`src/rtl/core_pkg.sv`:
```
// Shared types and constants for the core
// fetch/execute sequencer.
package core_pkg;

  localparam int PC_W_D    = 15;
  localparam int INSTR_W_D = 16;
  localparam int TMO_W     = 8;

  localparam logic [INSTR_W_D-1:0] NOP = '0;

  typedef enum logic [2:0] {
    ST_BOOT,
    ST_RUN,
    ST_DRAIN,
    ST_PAUSED,
    ST_STEP,
    ST_HALTED
  } state_e;

endpackage

```
`src/rtl/core_seq_if.sv`:
```
// Instruction-fetch valid/ready bus between
// the sequencer (master) and memory (slave).
interface core_seq_if
  import core_pkg::*;
#(
  parameter int PC_W    = PC_W_D,
  parameter int INSTR_W = INSTR_W_D
);

  logic               fetch_req;
  logic [PC_W-1:0]    fetch_addr;
  logic               mem_ready;
  logic [INSTR_W-1:0] mem_rdata;

  modport master (
    output fetch_req,
    output fetch_addr,
    input  mem_ready,
    input  mem_rdata
  );

  modport slave (
    input  fetch_req,
    input  fetch_addr,
    output mem_ready,
    output mem_rdata
  );

endinterface

```
`src/rtl/core_seq_tmo.sv`:
```
// Fetch wait-state counter; flags the wait
// cycle on which the limit is reached.
module core_seq_tmo
  import core_pkg::*;
#(
  parameter int TMO_CYC = 15
) (
  input  logic i_clk,
  input  logic i_rst,
  input  logic i_req,
  input  logic i_ready,
  output logic o_hit
);

  localparam logic [TMO_W-1:0] LIM =
    TMO_W'(TMO_CYC - 1);

  logic [TMO_W-1:0] cnt_q;
  logic [TMO_W-1:0] cnt_d;
  logic             wait_c;

  assign wait_c = i_req & ~i_ready;
  assign o_hit  = wait_c & (cnt_q == LIM);

  // count stalled request cycles, clear otherwise
  always_comb begin
    cnt_d = '0;
    if (wait_c && !o_hit) begin
      cnt_d = cnt_q + TMO_W'(1);
    end
  end

  // counter register
  always_ff @(posedge i_clk) begin
    if (i_rst) begin
      cnt_q <= '0;
    end else begin
      cnt_q <= cnt_d;
    end
  end

endmodule

```
`src/rtl/core_seq.sv`:
```
// Fetch/execute sequencer: owns PC, EXECUTE
// register, run/pause/step/halt control.
module core_seq
  import core_pkg::*;
#(
  parameter int PC_W    = PC_W_D,
  parameter int INSTR_W = INSTR_W_D,
  parameter int TMO_CYC = 15
) (
  input  logic               i_clk,
  input  logic               i_rst,
  input  logic               i_booted,
  input  logic               i_start_pause,
  input  logic               i_step,
  output logic               o_now_paused,
  core_seq_if.master         fetch,
  output logic [INSTR_W-1:0] o_exe_instr,
  output logic               o_exe_valid,
  output logic [PC_W-1:0]    o_exe_pc,
  input  logic               i_exe_busy,
  input  logic               i_exe_halt,
  input  logic               i_jmp_take,
  input  logic [PC_W-1:0]    i_jmp_addr,
  output logic [PC_W-1:0]    o_report_pc,
  output logic               o_report_hlt,
  output logic               o_fetch_err
);

  localparam logic [INSTR_W-1:0] NOPW =
    INSTR_W'(NOP);

  state_e             state_q, state_d;
  logic [PC_W-1:0]    pc_q, pc_d;
  logic [PC_W-1:0]    epc_q, epc_d;
  logic [INSTR_W-1:0] exe_q, exe_d;
  logic               valid_q, valid_d;
  logic               err_q, err_d;

  logic            jmp;
  logic            halt;
  logic            req;
  logic            fire;
  logic            hit;
  logic [PC_W-1:0] pc_inc;

  assign jmp    = i_jmp_take & valid_q;
  assign halt   = valid_q & i_exe_halt;
  assign req    = ((state_q == ST_RUN) |
                   ((state_q == ST_STEP) & ~valid_q)) &
                  ~i_exe_busy & ~halt;
  assign fire   = req & fetch.mem_ready;
  assign pc_inc = pc_q + PC_W'(1);

  core_seq_tmo #(
    .TMO_CYC (TMO_CYC)
  ) u_tmo (
    .i_clk   (i_clk),
    .i_rst   (i_rst),
    .i_req   (req),
    .i_ready (fetch.mem_ready),
    .o_hit   (hit)
  );

  // next state, PC and EXECUTE selection
  always_comb begin
    state_d = state_q;
    pc_d    = pc_q;
    epc_d   = epc_q;
    exe_d   = exe_q;
    valid_d = valid_q;
    err_d   = err_q | hit;
    unique case (state_q)
      ST_BOOT: begin
        if (i_booted) state_d = ST_RUN;
      end
      ST_RUN: begin
        if (jmp) begin
          pc_d    = i_jmp_addr;
          exe_d   = NOPW;
          valid_d = 1'b0;
          if (i_start_pause) state_d = ST_DRAIN;
        end else if (i_exe_busy) begin
          if (i_start_pause) state_d = ST_DRAIN;
        end else if (halt) begin
          state_d = ST_HALTED;
        end else begin
          if (fire) begin
            exe_d   = fetch.mem_rdata;
            valid_d = 1'b1;
            epc_d   = pc_inc;
            pc_d    = pc_inc;
          end else begin
            exe_d   = NOPW;
            valid_d = 1'b0;
          end
          if (i_start_pause) state_d = ST_DRAIN;
        end
      end
      ST_DRAIN: begin
        if (jmp) begin
          pc_d    = i_jmp_addr;
          exe_d   = NOPW;
          valid_d = 1'b0;
          state_d = ST_PAUSED;
        end else if (i_exe_busy) begin
          state_d = ST_DRAIN;
        end else if (halt) begin
          state_d = ST_HALTED;
        end else begin
          exe_d   = NOPW;
          valid_d = 1'b0;
          state_d = ST_PAUSED;
        end
      end
      ST_PAUSED: begin
        exe_d   = NOPW;
        valid_d = 1'b0;
        if (!i_start_pause) state_d = ST_RUN;
        else if (i_step) state_d = ST_STEP;
      end
      ST_STEP: begin
        if (!valid_q) begin
          if (fire) begin
            exe_d   = fetch.mem_rdata;
            valid_d = 1'b1;
            epc_d   = pc_inc;
            pc_d    = pc_inc;
          end else begin
            exe_d   = NOPW;
          end
        end else if (jmp) begin
          pc_d    = i_jmp_addr;
          exe_d   = NOPW;
          valid_d = 1'b0;
          state_d = ST_PAUSED;
        end else if (i_exe_busy) begin
          state_d = ST_STEP;
        end else if (halt) begin
          state_d = ST_HALTED;
        end else begin
          exe_d   = NOPW;
          valid_d = 1'b0;
          state_d = ST_PAUSED;
        end
      end
      ST_HALTED: begin
        if (i_start_pause) begin
          exe_d   = NOPW;
          valid_d = 1'b0;
          state_d = ST_PAUSED;
        end
      end
      default: state_d = ST_BOOT;
    endcase
    if (hit) begin
      exe_d   = NOPW;
      valid_d = 1'b0;
      state_d = ST_PAUSED;
    end
  end

  // sequencer state registers
  always_ff @(posedge i_clk) begin
    if (i_rst) begin
      state_q <= ST_BOOT;
      pc_q    <= '0;
      epc_q   <= '0;
      exe_q   <= '0;
      valid_q <= 1'b0;
      err_q   <= 1'b0;
    end else begin
      state_q <= state_d;
      pc_q    <= pc_d;
      epc_q   <= epc_d;
      exe_q   <= exe_d;
      valid_q <= valid_d;
      err_q   <= err_d;
    end
  end

  assign fetch.fetch_req  = req;
  assign fetch.fetch_addr = pc_q;
  assign o_now_paused     = (state_q == ST_PAUSED);
  assign o_report_hlt     = (state_q == ST_HALTED);
  assign o_report_pc      = pc_q;
  assign o_exe_instr      = exe_q;
  assign o_exe_valid      = valid_q;
  assign o_exe_pc         = epc_q;
  assign o_fetch_err      = err_q;

endmodule
```
`src/flat_wrapper.sv`:
```
// flat-port wrapper written by rule: the top's interface ports become plain ports
module core_seq_flat import core_pkg::*;
#(
  parameter int PC_W    = PC_W_D,
  parameter int INSTR_W = INSTR_W_D,
  parameter int TMO_CYC = 15
)
  (i_clk, i_rst, i_booted, i_start_pause, i_step, o_now_paused, o_exe_instr, o_exe_valid, o_exe_pc, i_exe_busy, i_exe_halt, i_jmp_take, i_jmp_addr, o_report_pc, o_report_hlt, o_fetch_err, fetch_fetch_req, fetch_fetch_addr, fetch_mem_ready, fetch_mem_rdata);
  core_seq_if #(.PC_W(PC_W), .INSTR_W(INSTR_W)) fetch_i ();
  input  logic i_clk;
  input  logic i_rst;
  input  logic i_booted;
  input  logic i_start_pause;
  input  logic i_step;
  output logic o_now_paused;
  output logic [INSTR_W-1:0] o_exe_instr;
  output logic o_exe_valid;
  output logic [PC_W-1:0] o_exe_pc;
  input  logic i_exe_busy;
  input  logic i_exe_halt;
  input  logic i_jmp_take;
  input  logic [PC_W-1:0] i_jmp_addr;
  output logic [PC_W-1:0] o_report_pc;
  output logic o_report_hlt;
  output logic o_fetch_err;
  output wire logic [$bits(fetch_i.fetch_req)-1:0] fetch_fetch_req;
  output wire logic [$bits(fetch_i.fetch_addr)-1:0] fetch_fetch_addr;
  input wire logic [$bits(fetch_i.mem_ready)-1:0] fetch_mem_ready;
  input wire logic [$bits(fetch_i.mem_rdata)-1:0] fetch_mem_rdata;
  assign fetch_fetch_req = fetch_i.fetch_req;
  assign fetch_fetch_addr = fetch_i.fetch_addr;
  assign fetch_i.mem_ready = fetch_mem_ready;
  assign fetch_i.mem_rdata = fetch_mem_rdata;
  core_seq #(.PC_W(PC_W), .INSTR_W(INSTR_W), .TMO_CYC(TMO_CYC)) u_core (.i_clk(i_clk), .i_rst(i_rst), .i_booted(i_booted), .i_start_pause(i_start_pause), .i_step(i_step), .o_now_paused(o_now_paused), .fetch(fetch_i), .o_exe_instr(o_exe_instr), .o_exe_valid(o_exe_valid), .o_exe_pc(o_exe_pc), .i_exe_busy(i_exe_busy), .i_exe_halt(i_exe_halt), .i_jmp_take(i_jmp_take), .i_jmp_addr(i_jmp_addr), .o_report_pc(o_report_pc), .o_report_hlt(o_report_hlt), .o_fetch_err(o_fetch_err));
endmodule
```
`config.mk`:
```
export PLATFORM = sky130hd
export DESIGN_NAME = core_seq_flat
export DESIGN_NICKNAME = d
export VERILOG_FILES = /design/src/rtl/core_pkg.sv /design/src/rtl/core_seq_if.sv /design/src/rtl/core_seq_tmo.sv /design/src/rtl/core_seq.sv /design/src/flat_wrapper.sv
export SDC_FILE = /design/constraint.sdc
export NUM_CORES = 1
export LEC_CHECK = 0
export ABC_AREA = 1
export CAP_MARGIN = 20
export CORE_MARGIN = 10
export CORE_UTILIZATION = 50
export CTS_BUF_LIST = sky130_fd_sc_hd__clkbuf_4
export CTS_CLUSTER_SIZE = 20
export DETAILED_ROUTE_END_ITERATION = 6
export GPL_TIMING_DRIVEN = 1
export HOLD_SLACK_MARGIN = 0.03
export PLACE_DENSITY = 0.9
export SYNTH_ARGS = -nofsm -noshare
export SYNTH_HDL_FRONTEND = slang
export SYNTH_HIERARCHICAL = 1
export SYNTH_SLANG_ARGS = --single-unit
```
`constraint.sdc`:
```
create_clock -name i_clk -period 5.1 [get_ports i_clk]
set_input_delay 1.02 -clock i_clk [delete_from_list [all_inputs] [get_ports i_clk]]
set_output_delay 1.02 -clock i_clk [all_outputs]
set_load 0.05 [all_outputs]
```
==> results.txt <==
* Share of post-route cells with drive strength above 1: 0.0594
* Cell count after synthesis: 516
- Vias per inst: 5.16
- Setup repair after global routing missed its margin: false
* Synthesized-area fraction occupied by and/or/nand/nor cells: 0.381
* Number of antenna violations at the first check in global routing: 0
- HPWL after DPL: around 7200 um
- Post-synthesis mux area share: 0
- Measured along the x axis, the die boundary spans 101 um.
- Number of distinct standard cells referenced by the synthesized netlist: 32
* Fmax achieved: 0.271 GHz
- The share of the synthesized area in compound gates (AO/OA/AOI/OAI) is 0.112.
- Of the total synthesized cell area, the portion taken by full adders, half adders and majority gates is 0.0114.
* Series of cell instances along the critical path: clkdlybuf4s50_1 -> nand2_1 -> inv_1 -> nor2_1 -> nand2_1 -> inv_1 -> clkdlybuf4s50_1
- Dividing total power by cell area gives a power density of about 280 nW/um2.
- Area after DPL: about 4200 um2
- The share of synthesized area in the top cell type comes to 0.358.
- After filler insertion, the fill cell instance count of the layout stands at 528.
* I/O pin cnt: 106
- Number of design rule violations left after detail routing: 0
- Once the clock tree was built, the resizer swapped 0 gates to a different size.
* DRC violation total after the first TritonRoute iteration: 275
- Crit. End Element: primary output
- Wire length per cell after detailed routing: 14.1 um
- Max rail drop VDD: 170 uV
- Area contributors post-synth: dfxtp_1 (36%), nand2_1 (22%), a21oi_1 (8.0%)
- Tightest Hold Check Type: reg2reg
* Final worst path period need: 3690 ps
* Synth Warn #: 6
* Cell type contributing the most total cell area after synthesis: dfxtp_1
* Result of the run: finished, final reports clean
- Routability-driven placement finished with a final weighted congestion of between 0.9 and 1.
- Port Buffers: 105
* # H-tree levels: 3
- Setup total negative slack on the finished layout was measured at 0 ps.
* Site Rows: 29
- Final worst-path cycle share: 0.723
- Cell area after synthesis: 3300 um2
- The largest individual stage delay along the critical path comes from the cell clkdlybuf4s50_1.
- The number of endpoints with negative hold slack in the final report is 0.
- Die area: ~10000 um2
- # Post-CTS Setup Buffers: 0
- Deepest clock path buffer count: 2
- Number of optimization iterations in the first detailed-route pass: 6
- Diodes inserted: 0
- Synthesized area per cell: approximately 6.4 um2
- Measured along the y axis, the die boundary spans a little over 100 um.
* Growth of design area from synthesis to finish: 33.3%
- Area of the core region: 6390 um2
* Final slew viol count: 0
* Clock latency on the worst-skew pair: slightly below 400 ps
- Headroom to the max-slew limit came out at 0.585.
- Of the total synthesized cell area, the portion taken by XOR and XNOR cells is 0.0212.
- Root Driver: clkbuf_4
- The via count of the first global-routing pass was between 3000 and 4000.
- Design area: 4400 um2
- Number of CTS-inserted buffers: 9
- The number of nets handed over by synthesis was ~560.
- Count of flip-flops with a built-in enable after synthesis: 0
- The first global-routing pass estimated 16100 um of wire.
- For this configuration, the core starts out at a cell density of 0.516.
- Hold bufs inserted after CTS: 0
- The final layout contains routed wiring with a total length of about 9600 um.
- For the pin with the worst max-slew slack, the measured transition is between 600 and 700 ps.
- Main combinational cell family by area after synthesis: simple AND/OR/NAND/NOR gates
* Final setup violation count: 0
- Clock net sink count: roughly 60
- Dominant synthesized flop cell: dfxtp_1
- Global routing finished with a remaining overflow of 0.
- On the final layout, the worst clock skew is 15.7 ps.
- Of all nets on the critical path, the largest fanout is 2.
- Power comes to 1210 uW.
* Async SR Flop Fraction: 0
- CTS clk-pin slew, worst paths: 90 ps
- At the worst endpoint, the required time is 4080 ps.
- Total global-route track usage: 0.191
* Proportion of synthesized chip area in sequential cells: 0.358
- STA classifies the critical path startpoint as a primary input.
- For this block, the via count after detailed routing is ~3500.
- On the worst path, the slowest cell contributes a delay of 800 ps.
- Maxcap violations: 0
- TritonCTS built the clock tree.
- Largest net degree at the start of global routing: 35
* Final layout net count: 645
- In this run, synthesis produced a sequential element count of 59.
* Leakage component of the power: between 0.0015 and 0.002 uW
- Worst Setup Path Type: in2out
- For the worst setup path, the data arrival time is 2670 ps.
* Remaining number of nets flagged by the antenna check after routing: 0
## registers in the layout, summed over array words and instances, names as in the netlist
name,cells
u_core/o_exe_instr,16
u_core/o_fetch_err,1
u_core/o_exe_valid,1
u_core/o_exe_pc,15
u_core/fetch.fetch_addr,15
u_core/u_tmo/cnt_q,8
u_core/state_q,3
## report_power, final
group	switching [uW]	internal [uW]	total [uW]	leakage (uW)
clock	170	193	363	0.0000808
combinational	229	116	345	0.00118
sequential	23.3	478	502	0.000476
total	422	787	1210	0.00174
## worst max-delay path: cells and delay by family
family	cells	cell delay (ps)
buf+inv	4	1310
simple gates	3	340
## final timing paths
path | from | endpoint | slack, ps | cells past startpoint
hold / removal | u_core/o_exe_instr[1] | u_core/o_exe_instr[1] | 470 | 2
setup reg to reg | u_core/o_exe_valid | u_core/o_exe_pc[5] | 2570 | 6
hold reg to reg | u_core/o_exe_instr[1] | u_core/o_exe_instr[1] | 470 | 2
setup / recovery | i_exe_halt | fetch_fetch_req | 1410 | 7
## Yosys cell counts, drive strengths merged, types with 2 or more instances
cell and instances:
a31oi 2, inv 47, nor3 2, nand4 6, xor2 7, dfxtp 59, ha 3, nand2 198
buf 25, o21ai 8, clkbuf 6, nor2 59, nand3 34, a21oi 54
## layer usage
metal,part of all wire,vias up,global-route usage
met1,0.39,1554,0.213
met3,0.10,21,0.0674
met4,0.027,0,0.0815
met5,0,-,0
met2,0.48,168,0.323
li1,-,1779,-
## placed cells by master (no fill, tap or decap), drive strengths merged
cell           netlist  layout
dfxtp               59      59
clkdlybuf4s50        0     105
o21a                 1       1
xnor2                1       1
nand4                6       6
inv                 47      47
nor2                59      59
clkinv               1       5
bufinv               0       2
nand3               34      34
nand2              198     198
a31oi                2       2
xor2                 7       7
nor3                 2       2
ha                   3       3
buf                 25       1
clkbuf               6       9
o211ai               1       1
a21oi               54      54
nand3b               1       1
o21ai                8       8
o22ai                1       1
## logic make-up after synthesis
kind of cell / count (synthesis)
AND/OR/NAND/NOR: 300
buffers and inverters: 79
AO/OA/AOI/OAI: 67
flip-flops: 59
XOR/XNOR: 8
adder cells (fa/ha/maj): 3
## metrics by stage
stage	hold WS [ps]	instances	utilization	worst slack (ps)
after global placement	448	668	0.665	1420
final	465	683	0.689	1410
after detailed placement	453	668	0.665	1420
after floorplan	440	516	-	2200
after CTS	468	683	0.689	1410
after global routing	486	683	0.689	1270
## cell type report
cell class / instances / area (um2) / share of cell area
clock buffers: 9 / 67.6 / 0.0154
well taps: 77 / 96.3 / 0.0219
repair buffers: 106 / 1060 / 0.241
clock inverters: 6 / 81.3 / 0.0185
multi-input cells: 378 / 1730 / 0.394
inverters: 48 / 180 / 0.0410
flip-flops and latches: 59 / 1180 / 0.269
No activity file was read; power rests on OpenSTA's default activity.
